===== config.mk =====
export PLATFORM = sky130hd
export DESIGN_NAME = acc_bias_128
export DESIGN_NICKNAME = d
export VERILOG_FILES = /design/src/rtl/acc_bias_128.sv
export SDC_FILE = /design/constraint.sdc
export NUM_CORES = 1
export LEC_CHECK = 0
export BUFFER_PORTS_ARGS = -buffer_cell sky130_fd_sc_hd__buf_2
export CORE_ASPECT_RATIO = 1.4
export CORE_UTILIZATION = 40
export DETAILED_ROUTE_END_ITERATION = 7
export GPL_TIMING_DRIVEN = 0
export PLACE_DENSITY = 0.65
export RECOVER_POWER = 25
export SLEW_MARGIN = 40
export SYNTH_ARGS = -nofsm -noshare
export SYNTH_HDL_FRONTEND = slang
export SYNTH_SLANG_ARGS = --single-unit

===== constraint.sdc =====
create_clock -name clk -period 9.27 [get_ports clk]
set_input_delay 2.781 -clock clk [delete_from_list [all_inputs] [get_ports clk]]
set_output_delay 2.781 -clock clk [all_outputs]
set_load 0.1 [all_outputs]

===== src/rtl/acc_bias_128.sv =====
// Accumulates ACC_LEN signed products, adds a per-channel bias on the last beat,
// and holds the result with a valid/ready handshake for the 128-bound saturation stage.
module acc_bias_128 #(
    parameter int P_BW    = 16,
    parameter int B_BW    = 16,
    parameter int AB_BW   = 21,
    parameter int ACC_LEN = 16
) (
    input  logic             clk,
    input  logic             rst,
    input  logic             i_clear,
    input  logic             i_valid,
    output logic             o_ready,
    input  logic [P_BW-1:0]  i_product,
    input  logic [B_BW-1:0]  i_bias,
    output logic             o_valid,
    input  logic             i_ready,
    output logic [AB_BW-1:0] o_acc_bias,
    output logic             o_busy
);

    localparam int CNT_BW = (ACC_LEN > 1) ? $clog2(ACC_LEN) : 1;
    localparam logic [CNT_BW-1:0] LAST_CNT = CNT_BW'(ACC_LEN - 1);

    typedef enum logic {
        S_ACC,
        S_OUT
    } state_t;

    state_t                   state;
    logic signed [AB_BW-1:0]  acc;
    logic        [CNT_BW-1:0] cnt;

    logic signed [P_BW-1:0]   prod_s;
    logic signed [B_BW-1:0]   bias_s;
    logic signed [AB_BW-1:0]  prod_ext;
    logic signed [AB_BW-1:0]  bias_ext;
    logic                     beat;

    assign prod_s   = i_product;
    assign bias_s   = i_bias;
    assign prod_ext = AB_BW'(prod_s);
    assign bias_ext = AB_BW'(bias_s);

    // An output handshake and a new product can never share a cycle: ready only in S_ACC.
    assign o_ready = (state == S_ACC) && !i_clear;
    assign o_valid = (state == S_OUT);
    assign o_busy  = (cnt != '0) || (state == S_OUT);
    assign beat    = i_valid && o_ready;

    always_ff @(posedge clk or posedge rst) begin
        if (rst) begin
            state      <= S_ACC;
            acc        <= '0;
            cnt        <= '0;
            o_acc_bias <= '0;
        end else if (i_clear) begin
            state <= S_ACC;
            acc   <= '0;
            cnt   <= '0;
        end else begin
            case (state)
                S_ACC: begin
                    if (beat) begin
                        if (cnt == LAST_CNT) begin
                            o_acc_bias <= acc + prod_ext + bias_ext;
                            acc        <= '0;
                            cnt        <= '0;
                            state      <= S_OUT;
                        end else begin
                            acc <= acc + prod_ext;
                            cnt <= cnt + CNT_BW'(1);
                        end
                    end
                end
                S_OUT: begin
                    if (i_ready) begin
                        state <= S_ACC;
                    end
                end
                default: state <= S_ACC;
            endcase
        end
    end

endmodule


==> results of run 1 <==
## cells in the final DEF, fill, tap and decap left out, types with 4 or more instances in the layout
| cell type | n |
|---|---|
| a22o_1 | 18 |
| a21o_1 | 25 |
| clkbuf_16 | 5 |
| inv_1 | 14 |
| a31oi_1 | 5 |
| a211oi_1 | 6 |
| nand2b_1 | 6 |
| nor3_1 | 4 |
| xor2_1 | 11 |
| nand4_1 | 4 |
| a21oi_1 | 36 |
| and3_1 | 4 |
| nand2_1 | 43 |
| nor2_1 | 21 |
| clkbuf_1 | 12 |
| o21ai_0 | 32 |
| o21a_1 | 5 |
| xnor2_1 | 24 |
| ha_1 | 43 |
| a211o_1 | 4 |
| buf_2 | 63 |
| dfrtp_1 | 47 |
| o21ai_1 | 5 |
| nand3_1 | 9 |
| mux2_2 | 4 |
## kinds of logic (layout without fill, tap and decap cells)
| kind of cell | after synthesis | in the layout | share of synthesized area |
|---|---|---|---|
| flops | 47 | 47 | 0.306 |
| simple gates | 108 | 108 | 0.137 |
| xor+xnor | 35 | 35 | 0.0798 |
| compound gates | 159 | 159 | 0.283 |
| buf+inv | 29 | 98 | 0.0293 |
| mux | 5 | 5 | 0.0143 |
| fa+ha+maj | 45 | 45 | 0.150 |
## metrics by stage
step	instance area, um^2	instances	worst slack (ns)
4_1_cts	4450	607	3.04
3_5_place_dp	4300	599	2.75
2_1_floorplan	3840	428	2.45
6_report	4430	607	3.02
3_3_place_gp	4280	598	2.78
5_1_grt	4430	607	2.74
## where the power goes
| part | switching [mW] | internal [mW] | leakage, nW |
|---|---|---|---|
| clock | 0.0880 | 0.100 | 0.0740 |
| sequential | 0.0131 | 0.227 | 0.630 |
| combinational | 0.351 | 0.226 | 1.53 |
| total | 0.453 | 0.553 | 2.23 |
## synthesized netlist by cell type, types with 5 or more instances
master | count | area share
a211oi_1 | 6 | 0.012
a21oi_1 | 36 | 0.047
clkbuf_1 | 11 | 0.011
o21ai_0 | 32 | 0.042
xor2_1 | 11 | 0.025
inv_1 | 15 | 0.015
a31oi_1 | 5 | 0.0081
o21a_1 | 5 | 0.0098
dfrtp_1 | 47 | 0.31
ha_1 | 43 | 0.14
a22o_1 | 18 | 0.041
nor2_1 | 21 | 0.021
o21ai_1 | 5 | 0.0065
nand2b_1 | 6 | 0.0098
nand3_1 | 9 | 0.012
nand2_1 | 43 | 0.042
a21o_1 | 25 | 0.049
xnor2_1 | 24 | 0.055
## registers in the layout, summed over array words and instances, names as in the netlist
name        cells
acc            21
cnt             4
o_acc_bias     21
o_valid         1
## worst max path at each step
| stage | to | cells past startpoint | slack, ns |
|---|---|---|---|
| floorplan | o_ready | 1 | 2.45 |
| global placement | o_acc_bias[20] | 17 | 2.78 |
| detailed placement | o_acc_bias[19] | 20 | 2.75 |
| CTS | o_acc_bias[19] | 20 | 3.04 |
| global route | o_acc_bias[20] | 17 | 2.74 |
| finish | o_acc_bias[20] | 17 | 3.02 |
## worst max-delay path, cell delays in order
cell     delay [ns]
buf_2          0.16
ha_1           0.29
buf_2          0.18
and3_2         0.25
and3_1         0.22
nand3_1        0.10
o41ai_1        0.50
xor2_1         0.38
ha_1           0.36
a21o_1         0.19
a21o_1         0.17
a21oi_1        0.14
o21ai_0        0.10
a31oi_1        0.22
xnor2_1        0.16
xnor2_1        0.14
o21ai_1        0.07
## metal layers
metal  global-route usage  up-vias
met5                    0        -
met4               0.0604        0
met3               0.0295       14
met2                0.370       66
met1                0.241     1609
li1                     -     1699
## cell type report
cell class | count | share of cell area
well taps | 110 | 0.0311
plain buffers | 14 | 0.0127
repair buffers | 61 | 0.0686
clock inverters | 3 | 0.00424
multi-input cells | 352 | 0.577
flip-flops and latches | 47 | 0.266
inverters | 15 | 0.0130
clock buffers | 5 | 0.0282
==> out/results.ini, run 1 <==
[synthesis]
syn_area_um2 = 3840
synth.avg_cell_area_um2 = 8.98
ys_seq_elements = 47
yosys_warnings = 0
synth-main-ff-cell = dfrtp_1
synth_fp_nets = 510
netlist_instances = 428
synth-edff-count = 0
yosysUniqueCellTypes = 56
async_reset_ff_frac = 1.00
ys_seq_area_frac = 0.306

[detailed_routing]
dr_wl_met2_um = 4990
vias = 3388
highest_layer = met4
wl_met3_um = 254
via_per_inst = 5.58
drt.antenna.violating_nets = 0
wl_met1_um = 4110
routedWlPerCell_um = 15.8
drt_iter0_markers = 149
drc = 9
drt-total-wl_um = 9560
first_pass_iters = 8

[clock_network]
clkLatencyLatePin_ns = 0.30
clk_root_buffer_cell = clkbuf_16
htreeDepth = 2
clock_sinks = 47
cts_tree = yes
cts_made_buffers = 5
cts_resized = 0
cts_buffer_depth = 2
clkTransAtPathRegs_ns = 0.07
holdBufCountCts = 0
cts_setup_buffers = 0

[sta]
finalClockSkew_ns = 0.00667
fin_crit_sh = 0.675
post-route-min-period_ns = 6.25
fmax_ghz = 0.160
finalMaxSlewViolations = 33
timing.hold.ws_ns = 0.473
setup_viol = 0
setup_tns_ns = 0
finalHoldViolCount = 0
slew_headroom = -0.259
rsz0062_at_grt = false
worst_slew_pin_slew_ns = 1.89

[power]
ir_worst_vdd_v = 0.000102
leakagePower_nw = 2.23
power.total_mw = 1.01
pwr_density_cell_nw_per_um2 = 227

[worst_hold_path]
worstHoldPathCells = 2
hold-path-endpoint = o_acc_bias[2]
min_from = o_acc_bias[2]
min_path_type = flip-flop to flip-flop

[setup_path]
timing.rr.end = o_acc_bias[19]
rrSetupSlack_ns = 5.25
path_class = input port to flip-flop
cp-end-kind = flip-flop
cp.required_ns = 9.43
critPathLaunch = i_product[15]
cp_max_fo = 9
reg2reg_depth = 19
r2r-start = acc[0]
arrival_ns = 6.42
crit_path_start_kind = input port

[finish]
multiInputGateArea_um2 = 2550
final_util = 0.471
fillers = 926
syn2layout_area_growth_pct = 15.3
n_antenna_cell = 0
seq_area_um2 = 1180
drive_gt1_frac = 0.179
final_nets = 578

[place]
numPortBuffers = 60
routabilityCongestion = 0.875
dp_hpwl_um = 7560

[floorplanning]
die-area_um2 = 10000
fp-row-count = 42
dieWidth_um = 84.8
start_util = 0.408
io-pin-count = 61
fp.dieH_um = 118
core-area_um2 = 9410

[grt]
grt_pass1_wl_um = 16100
track_usage = 0.202
antenna_found_initial = 0
grt_overflow = 0
grt_max_degree = 33
grt_pass1_vias = 3389

[outcome]
violations = DRC, capacitance limit, slew limit
status = complete, but fails checks

[run]
drv_cap = 1

(Power assumes the default switching activity.)
==> run 2, diff against run 1 <==
PLACE_DENSITY = 0.67   (was 0.65)
clock period = 5.63 ns   (was 9.27 ns; I/O delays follow)
==> run 2 against run 1 <==
Against the previous run: the flow still finishes with violations (DRC, capacitance limit, slew limit); clock skew up 0.0010 ns; non-clock buffer count unchanged; power up 64%; combinational power up 64%; register-to-register slack worse by 3.7 ns; design area unchanged; die area unchanged; critical endpoint is now o_acc_bias[19]; highest routed layer unchanged.
==> out/results.ini, run 2 (synthesis results as in run 1) <==
[setup_path]
crit_path_start_kind = input port
cp_slowest_cell = o21ai_2
path_cells = buf_2 -> ha_1 -> inv_1 -> fa_1 -> nor2b_4 -> o31a_1 -> o21ai_2 -> o21ai_0 -> a211oi_1 -> nor2_1 -> ha_1 -> buf_2 -> a21o_1 -> a21o_1 -> a21oi_1 -> o21ai_0 -> a31o_2 -> a21oi_1 -> nor4b_1 -> a211o_1
slowest_delay_ns = 0.29
rrSetupSlack_ns = 1.60
path_class = input port to flip-flop
timing.rr.end = o_acc_bias[19]
cp_max_fo = 7
r2r-start = acc[0]
arrival_ns = 5.33
path_buf_inv = 3
cp-end-kind = flip-flop
cp_top_family = compound AO/OA/AOI/OAI gates
reg2reg_depth = 19
cp.required_ns = 5.81

[clock_network]
cts_made_buffers = 5
clock_sinks = 47
clk_root_buffer_cell = clkbuf_16
holdBufCountCts = 0
cts_buffer_depth = 2
cts_setup_buffers = 0
cts_tree = yes
htreeDepth = 2
cts_resized = 0
clkTransAtPathRegs_ns = 0.07
clkLatencyLatePin_ns = 0.30

[power]
pwr_density_cell_nw_per_um2 = 372
p_sw_mw = 0.736
combPwrFrac = 0.575
pwr-share-clk = 0.185
seqPwrFrac = 0.241
sw_frac_of_total = 0.447
ir_worst_vdd_v = 0.000149
p_int_mw = 0.911
leakagePower_nw = 2.23

[sta]
rsz0062_at_grt = false
setup_tns_ns = 0
fin_crit_sh = 0.914
fin_ws_ns = 0.485
finalHoldViolCount = 0
fmax_ghz = 0.194
finalMaxSlewViolations = 35
setup_viol = 0
post-route-min-period_ns = 5.14
slew_headroom = -0.288
worst_slew_pin_slew_ns = 1.93
finalClockSkew_ns = 0.00770

[worst_hold_path]
min_path_type = flip-flop to flip-flop
min_from = o_acc_bias[2]
worstHoldPathCells = 2
hold-path-endpoint = o_acc_bias[2]

[grt]
antenna_found_initial = 0
busiest_layer = met2
grt_pass1_vias = 3364
grt_overflow = 0
track_usage = 0.196
grt_max_degree = 35
grt_pass1_wl_um = 15500
use_met3 = 0.0309
grtUsageMet2 = 0.353
use_met1 = 0.233

[detailed_routing]
drt-total-wl_um = 9430
via_per_inst = 5.61
routedWlPerCell_um = 15.5
drt.antenna.violating_nets = 0
drc = 4
first_pass_iters = 7
drt_iter0_markers = 136
vias = 3408

[place]
routabilityCongestion = 0.872
dpl.cell_count = 599
pre_cts_ws_ns = 0.222
numPortBuffers = 60
dp_hpwl_um = 7420

[finish]
final_nets = 578
final_cells = 607
n_antenna_cell = 0
layout_common_cells = buf_2 (63), dfrtp_1 (47), nand2_1 (43), ha_1 (43), a21oi_1 (36)
fillers = 929
reg.largest.list = acc x21, o_acc_bias x21, cnt x4
mostFrequentLayoutCell = buf_2
syn2layout_area_growth_pct = 15.3
drive_gt1_frac = 0.179

[floorplanning]
die-area_um2 = 10000
fp.dieH_um = 118
start_util = 0.408
fp-row-count = 42
io-pin-count = 61
dieWidth_um = 84.8
core-area_um2 = 9410

[outcome]
violations = DRC, capacitance limit, slew limit
status = complete, but fails checks

[run]
drv_cap = 1

## run 2: cell counts in the layout (fill, tap and decap cells not counted)
Identical to the previous run, type by type.
## run 2: final cells by class
cell class,instances,area [um^2],area share
plain buffers,14,56.3,0.0127
clock buffers,5,125,0.0282
clock inverters,3,18.8,0.00424
inverters,15,57.6,0.0130
multi-input cells,352,2550,0.577
flip-flops and latches,47,1180,0.266
well taps,110,138,0.0311
repair buffers,61,304,0.0686
## run 2: worst register-to-register path, stage by stage (launching register included)
cell and delay (ns):
dfrtp_1 0.39, ha_1 0.20, inv_1 0.07, fa_1 0.25, nor2b_4 0.06, o31a_1 0.28, o21ai_2 0.29, o21ai_0 0.13
a211oi_1 0.25, nor2_1 0.10, ha_1 0.28, buf_2 0.16, a21o_1 0.18, a21o_1 0.17, a21oi_1 0.20, o21ai_0 0.11
a31o_2 0.25, a21oi_1 0.20, nor4b_1 0.08, a211o_1 0.28
## run 2: per-layer routing
layer  routed length [um]  part of all wire
met1                 4030              0.43
met2                 4940              0.52
met3                  298             0.032
met4                  164             0.017
met5                    0                 0
## run 2: stage by stage
step / util / instance area [um^2] / power [mW] / hold WS [ns]
final: 0.471 / 4430 / 1.65 / 0.475
after CTS: 0.473 / 4450 / 1.66 / 0.481
after floorplan: - / 3840 / 1.16 / 0.470
after global placement: 0.455 / 4280 / 1.33 / 0.457
after detailed placement: 0.457 / 4300 / 1.35 / 0.465
after global routing: 0.471 / 4430 / 1.77 / 0.494
## run 2: how the worst max path moves through the flow
stage	startpoint	endpoint	slack (ns)	cells after the start
after floorplan	i_product[0]	o_acc_bias[19]	0.67	19
after global placement	i_product[0]	o_acc_bias[19]	0.28	20
after detailed placement	i_product[0]	o_acc_bias[19]	0.22	20
after CTS	i_product[0]	o_acc_bias[19]	0.51	20
after global routing	i_product[0]	o_acc_bias[19]	0.30	20
final	i_product[0]	o_acc_bias[19]	0.49	20
## run 2: power groups by stage
stage	combinational, mW	clock [mW]	sequential, mW
final	0.946	0.304	0.397
after floorplan	0.672	0	0.488
after global routing	1.04	0.322	0.401
after detailed placement	0.943	0	0.403
after CTS	0.949	0.309	0.397
after global placement	0.926	0	0.402
==> run 3, diff against run 2 <==
CORE_UTILIZATION = 42   (was 40)
PLACE_DENSITY = 0.7   (was 0.67)
SLEW_MARGIN = 20   (was 40)
==> run 3 against run 2 <==
Against the previous run: the run ends with capacitance limit, slew limit left; power grew 3.5%; clock skew shrank 0.0049 ns; largest cell class unchanged; largest power group unchanged; sequential share of layout area shrank 0.13 points; highest routed layer unchanged.
==> out/results.ini, run 3 (synthesis results as in run 1) <==
[run]
drv_cap = 1

[detailed_routing]
first_pass_iters = 4
routedWlPerCell_um = 15.7
drt_iter0_markers = 183
via_per_inst = 5.65
drc = 0
vias = 3404
drt-total-wl_um = 9470
drt.antenna.violating_nets = 0

[setup_path]
path_cells = buf_2 -> ha_1 -> inv_1 -> fa_1 -> nor2b_4 -> o31a_1 -> o21ai_2 -> o21ai_0 -> a211oi_1 -> nor2_1 -> ha_1 -> buf_2 -> a21o_1 -> a21o_1 -> a21oi_1 -> o21ai_0 -> a31o_2 -> a21oi_1 -> nor4b_1 -> a211o_1
cp-end-kind = flip-flop
arrival_ns = 5.31
crit_path_start_kind = input port
cp.required_ns = 5.81
path_buf_inv = 3
path_class = input port to flip-flop
slowest_delay_ns = 0.29
cp_max_fo = 7
cp_top_family = compound AO/OA/AOI/OAI gates
rrSetupSlack_ns = 1.63
cp_slowest_cell = o21ai_2

[clock_network]
cts_tree = yes
cts_made_buffers = 5
htreeDepth = 2
cts_resized = 0
clkLatencyLatePin_ns = 0.30
holdBufCountCts = 0
clock_sinks = 47
clkTransAtPathRegs_ns = 0.07
cts_buffer_depth = 2
cts_setup_buffers = 0
clk_root_buffer_cell = clkbuf_16

[finish]
layout_common_cells = buf_2 (63), dfrtp_1 (47), nand2_1 (43), ha_1 (43), a21oi_1 (36)
final_nets = 578
reg.largest.list = acc x21, o_acc_bias x21, cnt x4
final_cells = 602
fillers = 804
n_antenna_cell = 0
syn2layout_area_growth_pct = 15.9
drive_gt1_frac = 0.177
mostFrequentLayoutCell = buf_2

[power]
p_int_mw = 0.968
leakagePower_nw = 2.25
p_sw_mw = 0.737
sw_frac_of_total = 0.432
pwr_density_cell_nw_per_um2 = 383
ir_worst_vdd_v = 0.000201
seqPwrFrac = 0.233
combPwrFrac = 0.555
pwr-share-clk = 0.212

[floorplanning]
core-area_um2 = 8710
dieWidth_um = 82.8
fp.dieH_um = 115
die-area_um2 = 9540
fp-row-count = 40
start_util = 0.441
io-pin-count = 61

[sta]
finalMaxSlewViolations = 34
finalHoldViolCount = 0
rsz0062_at_grt = false
finalClockSkew_ns = 0.00282
worst_slew_pin_slew_ns = 1.85
fmax_ghz = 0.195
post-route-min-period_ns = 5.12
setup_viol = 0
setup_tns_ns = 0
fin_crit_sh = 0.910
slew_headroom = -0.234

[grt]
track_usage = 0.206
grt_max_degree = 34
grt_pass1_vias = 3398
antenna_found_initial = 0
grt_pass1_wl_um = 15800
grt_overflow = 0

[place]
numPortBuffers = 60
dp_hpwl_um = 7500
routabilityCongestion = 0.922
dpl.cell_count = 594

[worst_hold_path]
min_path_type = flip-flop to flip-flop

[outcome]
violations = capacitance limit, slew limit
status = complete, but fails checks

run 3: cell count changes in the layout (fill, tap and decap cells not counted):
| cell | change |
|---|---|
| bufinv_16 | +1 |
| clkbuf_8 | +1 |
| clkinv_2 | -1 |
| clkinvlp_2 | -1 |
| inv_1 | +1 |
| inv_6 | -1 |
run 3: path summary, 6_finish.rpt:
check                               from             end  cells after the start
setup / recovery            i_product[0]  o_acc_bias[19]                     20
hold / removal             o_acc_bias[4]   o_acc_bias[4]                      2
setup reg to reg                  acc[0]  o_acc_bias[19]                     19
hold reg to reg            o_acc_bias[4]   o_acc_bias[4]                      2
max in group asynchronous            rst  o_acc_bias[19]                      3
min in group asynchronous            rst   o_acc_bias[6]                      2
run 3: worst reg2reg max path, cell delays in order (launching register included):
cell,delay (ns)
dfrtp_1,0.38
ha_1,0.19
inv_1,0.07
fa_1,0.24
nor2b_4,0.06
o31a_1,0.29
o21ai_2,0.29
o21ai_0,0.13
a211oi_1,0.25
nor2_1,0.10
ha_1,0.28
buf_2,0.16
a21o_1,0.18
a21o_1,0.17
a21oi_1,0.18
o21ai_0,0.11
a31o_2,0.24
a21oi_1,0.22
nor4b_1,0.09
a211o_1,0.27
run 3: stage by stage:
step	utilization	area, um^2	total power, mW	setup slack (ns)	hold slack, ns
after CTS	0.513	4470	1.71	0.512	0.481
after floorplan	-	3840	1.16	0.672	0.470
after global placement	0.491	4270	1.33	0.260	0.457
after global routing	0.511	4450	1.82	0.194	0.493
after detailed placement	0.493	4290	1.35	0.220	0.466
final	0.511	4450	1.70	0.506	0.474
run 3: cell type report:
type | instances | area (um^2) | share of cell area
Multi-Input combinational cell | 352 | 2550 | 0.574
Sequential cell | 47 | 1180 | 0.264
Timing Repair Buffer | 61 | 304 | 0.0683
Clock buffer | 6 | 139 | 0.0312
Tap cell | 105 | 131 | 0.0295
Buffer | 14 | 56.3 | 0.0126
Inverter | 15 | 56.3 | 0.0126
Clock inverter | 2 | 35.0 | 0.00787
run 3: routing by layer:
layer	share of wire	vias up	GRT usage	wire length, um
li1	-	1710	-	-
met5	0	-	0	0
met1	0.43	1605	0.239	4040
met4	0.034	0	0.0920	322
met3	0.029	19	0.0302	278
met2	0.51	70	0.378	4830
run 3: power by group through the flow:
stage | clock network (mW) | registers, mW | logic (mW)
after floorplan | 0 | 0.488 | 0.672
after global placement | 0 | 0.402 | 0.924
after detailed placement | 0 | 0.403 | 0.943
after CTS | 0.367 | 0.397 | 0.949
after global routing | 0.380 | 0.402 | 1.04
final | 0.362 | 0.397 | 0.946
